==> config.mk <==
export PLATFORM = sky130hd
export DESIGN_NAME = commit_unit
export DESIGN_NICKNAME = d
export VERILOG_FILES = /design/src/rtl/commit_unit.sv
export SDC_FILE = /design/constraint.sdc
export NUM_CORES = 1
export LEC_CHECK = 0
export ABC_AREA = 1
export BUFFER_PORTS_ARGS = -buffer_cell sky130_fd_sc_hd__buf_2
export CORE_MARGIN = 10
export CORE_UTILIZATION = 52
export DETAILED_ROUTE_END_ITERATION = 8
export GPL_TIMING_DRIVEN = 1
export PLACE_DENSITY_LB_ADDON = 0.25
export SETUP_SLACK_MARGIN = 0.15
export SLEW_MARGIN = 20
export SYNTH_ARGS = -nofsm -noshare
export SYNTH_HDL_FRONTEND = slang
export SYNTH_SLANG_ARGS = --single-unit
==> constraint.sdc <==
create_clock -name clk -period 2 [get_ports clk]
set_input_delay 0.2 -clock clk [delete_from_list [all_inputs] [get_ports clk]]
set_output_delay 0.2 -clock clk [all_outputs]
set_load 0.05 [all_outputs]
==> src/rtl/commit_unit.sv <==
// Retire-stage consumer of the ROB commit handshake: updates the architectural RAT,
// returns old physical registers to the free list, releases stores and counts retirements.

package commit_unit_pkg;
  localparam int ROB_W  = 6;
  localparam int PHYS_W = 7;
  localparam int ARCH_W = 5;
  localparam int PC_W   = 32;

  typedef struct packed {
    logic              uses_rd;
    logic [ARCH_W-1:0] rd_arch;
    logic [PHYS_W-1:0] pd_new;
    logic [PHYS_W-1:0] pd_old;
    logic              is_branch;
    logic              mispredict;
    logic              is_store;
    logic [PC_W-1:0]   pc;
  } rob_entry_t;
endpackage

module commit_unit
  import commit_unit_pkg::*;
#(
  parameter int ROB_W_P  = commit_unit_pkg::ROB_W,
  parameter int PHYS_W_P = commit_unit_pkg::PHYS_W,
  parameter int ARCH_W_P = commit_unit_pkg::ARCH_W,
  parameter int CNT_W_P  = 32
) (
  input  logic                clk,
  input  logic                rst,
  input  logic                commit_valid,
  output logic                commit_ready,
  input  rob_entry_t          commit_entry,
  input  logic [ROB_W_P-1:0]  commit_rob_idx,
  input  logic                flush_valid,
  output logic                arat_we,
  output logic [ARCH_W_P-1:0] arat_rd,
  output logic [PHYS_W_P-1:0] arat_pd,
  output logic                free_valid,
  input  logic                free_ready,
  output logic [PHYS_W_P-1:0] free_pd,
  output logic                st_commit_valid,
  input  logic                st_commit_ready,
  output logic [ROB_W_P-1:0]  st_commit_rob_idx,
  output logic [CNT_W_P-1:0]  retired_cnt,
  output logic [CNT_W_P-1:0]  branch_cnt,
  output logic [CNT_W_P-1:0]  mispredict_cnt
);

  logic pend_free;
  logic pend_store;
  logic free_fire;
  logic st_fire;
  logic commit_fire;
  logic writes_rd;
  logic unused_pc;

  assign unused_pc = ^commit_entry.pc;

  assign free_valid      = pend_free;
  assign st_commit_valid = pend_store;
  assign free_fire       = free_valid && free_ready;
  assign st_fire         = st_commit_valid && st_commit_ready;

  // A slot may be reused in the same cycle its previous request fires, giving 1 entry/cycle.
  assign commit_ready = !flush_valid && (!pend_free || free_fire) && (!pend_store || st_fire);
  assign commit_fire  = commit_valid && commit_ready;

  // x0 is hardwired: never remap it and never free its old mapping.
  assign writes_rd = commit_entry.uses_rd && (commit_entry.rd_arch != '0);

  // NOTE: sequential state uses non-blocking assignments so every register samples pre-edge values.
  always_ff @(posedge clk) begin
    if (rst) begin
      arat_we           <= 1'b0;
      arat_rd           <= '0;
      arat_pd           <= '0;
      pend_free         <= 1'b0;
      free_pd           <= '0;
      pend_store        <= 1'b0;
      st_commit_rob_idx <= '0;
      retired_cnt       <= '0;
      branch_cnt        <= '0;
      mispredict_cnt    <= '0;
    end else begin
      arat_we <= 1'b0;
      if (commit_fire) begin
        arat_we           <= writes_rd;
        arat_rd           <= commit_entry.rd_arch;
        arat_pd           <= commit_entry.pd_new;
        pend_free         <= writes_rd;
        free_pd           <= commit_entry.pd_old;
        pend_store        <= commit_entry.is_store;
        st_commit_rob_idx <= commit_rob_idx;
        retired_cnt       <= retired_cnt + 1'b1;
        branch_cnt        <= branch_cnt + CNT_W_P'(commit_entry.is_branch);
        mispredict_cnt    <= mispredict_cnt
                             + CNT_W_P'(commit_entry.is_branch && commit_entry.mispredict);
      end else begin
        // Flush never cancels these: the entries are already architecturally committed.
        if (free_fire) pend_free  <= 1'b0;
        if (st_fire)   pend_store <= 1'b0;
      end
    end
  end

endmodule

Yosys cells after proc, flatten, opt, wreduce, memory -nomap -nowiden

Cells that the tools add are included.
Widths: inputs -> output; s select.

Memories kept: 0
Latch bits: 0
Logic and storage cells: 34
Input bits: 67
ROM bits: 0
Register bits: 124
Bits in writable memories: 0

Reduce and logical (&&, ||, !) cells: 16
Multiplexer cells: 4
Add/sub/neg operators: 3
Shift operators: 0
$lt $le $gt $ge: 0
Div/mod/pow operators: 0
$mul: 0
Bitwise operators: 1
Equality and inequality tests: 0

Operators by type and width:

| cell                  | number |
|---|---|
| $add 32x1->32         | 2 |
| $add 32x1->32 const B | 1 |
| $logic_and 1x1->1     | 7 |
| $reduce_bool 5->1     | 1 |
| $mux 1                | 4 |
| $reduce_bool 2->1     | 2 |
| $logic_not 1->1       | 3 |
| $logic_or 1x1->1      | 2 |
| $reduce_or 2->1       | 1 |
| $not 1->1             | 1 |

Depth between registers and ports, before layout

Word-level depth: 7
Depth in mapped cells: 12
Mapped depth without buffers: 12

Worst setup path after synthesis

No wires, ideal clock.

Path type: register -> register
Start point: register branch_cnt[0]
End point: register branch_cnt[22]
Data arrival time: 1.878 ns
Stages on the path, launching flop included: 10
Buffers on the path: 0
Library setup time: 0.117 ns
Clock period less this slack: 1.995 ns
Slack: 0.005 ns
Path through: dfxtp_1 -> ha_1 -> ha_1 -> nand3_1 -> nor2_1 -> inv_1 -> nor3_4 -> nand3_1 -> nand2_1 -> nor2_1

Word-level cells in the longest chain between the ends: 1

Ends and longest elaborated chain:

| what                     | RTL line | text |
|---|---|---|
| start: declaration       | 47       | `output logic [CNT_W_P-1:0] branch_cnt,` |
| start signal: assignment | 97       | `branch_cnt <= branch_cnt + CNT_W_P'(commit_entry.is_branch);` |
| $add 32x1->32            | 97       |  |

Every way passes these cells.
A chain may end at the register's enable or synchronous reset.

Worst setup path in the final report

Start point: register mispredict_cnt[0]
End point: register mispredict_cnt[10]

Word-level cells in the longest chain between the ends: 1

Ends and longest elaborated chain:

| what                     | RTL line | text |
|---|---|---|
| start: declaration       | 48       | `output logic [CNT_W_P-1:0] mispredict_cnt` |
| start signal: assignment | 98       | `mispredict_cnt <= mispredict_cnt` |
| $add 32x1->32            | 99       | `+ CNT_W_P'(commit_entry.is_branch && commit_entry.mispredict);` |

Every way passes these cells.

==> metrics list <==
* RSZ-0062 raised after global routing: yes
* Largest stage delay on the critical path: 0.35 ns
* Number of different library cells in the post-synthesis netlist: 31
- The floorplan step defined a die boundary enclosing 17000 um2.
- Inserted Clock Buffers: 17
- The detailed router placed 6675 vias in this run.
* Clock tree skew after final layout: 0.00684 ns
* Crit path launch type: flop
- Buffers inserted to repair hold after CTS numbered 0.
* Global-route track usage on met3: 0.0734
- Wire length of the first global-routing pass: 28600 um
- Longest Clk Path Bufs: 2
- Max Fanout on Critical Path: 5
- Crit path cell chain: ha_1 -> ha_1 -> inv_1 -> nor2_4 -> nand3b_4 -> nor2_8 -> buf_4 -> xnor2_1 -> nor2_1
* Result of the run: completed
- Number of setup violations in the final report: 0
- Worst flop-to-flop path startpoint: mispredict_cnt[0]
* Number of H-tree levels: 4
* WP data arrival: 2.01 ns
- Port buffering added 159 buffers.
- Site row count: 40
* Internal Pwr Total: 4.95 mW
- From left edge to right edge, the die measures 130 um.
* Biggest area contributors in the synthesized netlist: dfxtp_1 39%, nor2_1 14%, nand2_1 13%, inv_1 6.9%, nand3_1 6.3%
- Signed area change from the synthesized netlist to the final layout: 27.0%
- Synthesis inferred 124 register bits.
* Endpoint type of the worst setup path: flop
* Synthesis warning total: 0
- Summed over all layers, the global routing overflow is 0.
* Core outline area: 12000 um2
* Clock root buffer: clkbuf_16
- The initial antenna violation count is 0.
- Antenna Diode Count: 0
* Routing layer with the top usage in global route: met2
- Data required time at the worst endpoint: 2.30 ns
- Combinational share of power: 0.074
- End-of-flow core utilization: 0.671
- Final critical path time including I/O delays and setup: 1.71 ns
- Across the run, the number of max-cap violations was 0.
* Slowest stage cell on the critical path: dfxtp_2
- Synthesized area per cell: 6.46 um2
- Worst Setup SP: mispredict_cnt[0]
* Initial standard-cell utilization of the core: 0.528
- The tree built by TritonCTS fans out to 124 sinks.
* Total Nets Final: 1217
- After synthesis the cells add up to 6320 um2.
- Number of routed nets with antenna violations: 0
* Reg2reg setup slack: 0.29 ns
- Share of the synthesized area in the top cell type: 0.393
- In the finished design, the share of the clock period the worst path needs comes to 0.855.
* Ports placed on the boundary: 192
- The worst setup path is of the reg2reg kind.
* Dominant cell type by area after synthesis: dfxtp_1
- Critical path destination: mispredict_cnt[10]
* Ratio of cells with drive above 1 in the final layout: 0.208
- Critical path's most frequent cell: ha_1
* DP HPWL: 13000 um
* TritonCTS clock tree: yes
* Maximum number of pins on one net before global-route repair: 60
- Max transition margin: 0.718
- For the pin with the worst max-slew slack, the measured transition is 0.421 ns.
- Via count of the first global-routing pass: 5987
- Iteration-0 DRC count of the detailed router: 507
- Seq/Total Area, Yosys: 0.393
- Number of fill cells in the layout: 1123
- R2R Path End: mispredict_cnt[10]
- Measured in cells, the most critical reg-to-reg path has a length of 9.
* PwrDens: 801 nW/um2
* Leakage: 3.67 nW
- Die height: 130 um
- Synthesis produced a netlist whose cell count is 979.
- Number of design rule violations left after detail routing: 0
* Final weighted congestion of routability-driven global placement: 0.897
- Max VDD drop: 532 uV
* Seq pwr share: 0.396
- In the routed layout, each cell is associated on average with a via count of 5.12.
* Proportion of power drawn by the clock network: 0.530
* Power dissipated by switching net loads: 1.48 mW
- For this run, global-route usage on met2 was measured as 0.346.
* Avg WL per Cell: 13.8 um
- Clock-pin slew was measured on the worst setup and hold paths at 0.06 ns.
- TNS Setup: 0 ns
- Length of the first detailed-routing pass in iterations: 5
- Worst min-delay path category: in2reg
* Total global routing track utilization: 0.208
* Switching Fraction: 0.230
* Latest clock arrival within the worst-skew pair: 0.42 ns
- Peak Freq: 585 MHz
- In the global route stage, met1 resource usage came out at 0.243.
* Total count of hold-check failures in the final report: 0
- Wires add up to 18000 um.
- The number of nets in the synthesized netlist is 1052.
* Final Max Slew Viols: 0
[critical path: cells and delay by family, from the launching register on]
kind                     cells  cell delay [ns]
AND/OR/NAND/NOR              4             0.56
buffers and inverters        2             0.22
XOR/XNOR                     1             0.11
flip-flops                   1             0.35
adder cells (fa/ha/maj)      2             0.33
[synth_stat cells (all sizes together)]
cell,number
nand2,222
ha,6
o21ai,49
buf,11
clkbuf,14
nor2,249
inv,117
nor3b,8
dfxtp,124
xnor2,7
a31oi,2
xor2,1
a21oi,45
o21a,1
nand3b,2
nand4,19
nand3,80
and3,1
nor3,21
[power groups by stage]
stage | clock network [mW] | logic, mW | registers [mW]
CTS | 3.45 | 0.478 | 2.54
detailed placement | 0 | 0.477 | 2.60
floorplan | 0 | 0.174 | 2.76
finish | 3.41 | 0.475 | 2.54
global route | 3.59 | 0.517 | 2.55
global placement | 0 | 0.472 | 2.59
[cell families after synthesis]
kind of cell	after synthesis	share of synthesized area
adders and majority gates	6	0.0119
AOI/OAI and AO/OA	97	0.0776
xor gates and xnor gates	8	0.0111
and+or+nand+nor	602	0.419
DFF	124	0.393
buffers and inverters	142	0.0881
[worst min-delay path by stage]
| stage | start | to | depth (start not counted) |
|---|---|---|---|
| 4_1_cts | commit_rob_idx[3] | st_commit_rob_idx[3] | 3 |
| 6_report | commit_entry[36] | free_pd[1] | 3 |
| 2_1_floorplan | commit_entry[32] | st_commit_valid | 2 |
| 3_5_place_dp | commit_rob_idx[3] | st_commit_rob_idx[3] | 3 |
| 5_1_grt | commit_entry[32] | st_commit_valid | 3 |
| 3_3_place_gp | commit_entry[47] | arat_pd[5] | 3 |
[metrics by stage]
stage	std cells	instance area, um2	hold slack [ns]	power [mW]	setup slack [ns]
finish	1304	8030	0.0303	6.43	0.290
global route	1304	8030	0.0321	6.65	0.114
CTS	1299	7960	0.0176	6.48	0.249
detailed placement	1267	7300	0.457	3.07	0.178
global placement	1267	7300	0.447	3.07	0.203
floorplan	979	6330	0.344	2.93	0.152
[sequential cells by signal, indices dropped and copies added, names as in the netlist, 5 cells and up]
name and cells:
mispredict_cnt 32, branch_cnt 32, st_commit_rob_idx 6, free_pd 7
retired_cnt 32, arat_pd 7, arat_rd 5
[routing by layer]
metal	vias to the layer above	routed length, um	share of wire
met5	-	0	0
met4	0	275	0.015
met3	24	1550	0.086
met2	214	8620	0.48
met1	3019	7510	0.42
li1	3418	-	-
[layout make-up]
type                            count  area, um2  area share
Inverter                          117        439      0.0547
Clock inverter                     11        189      0.0235
Sequential cell                   124       2490       0.310
Multi-Input combinational cell    714       3330       0.415
Tap cell                          147        184      0.0229
Timing Repair Buffer              170        928       0.116
Clock buffer                       21        470      0.0586
[layout by cell type, fill, tap and decap left out, drive strengths merged]
cell,instances
xnor2,7
o21ai,49
nand2,222
clkinvlp,2
ha,6
nor2,250
o21a,1
nand3,80
a31oi,2
a21oi,45
clkinv,4
nor3b,8
nor3,21
inv,117
bufinv,5
and3,1
xor2,1
clkbuf,21
nand3b,2
dfxtp,124
buf,170
nand4,19
[repair_timing]
item                       CTS  global route
setup buffers                0             4
setup endpoints to repair    0            20
gates resized for setup      0             8
(Power assumes the default switching activity.)
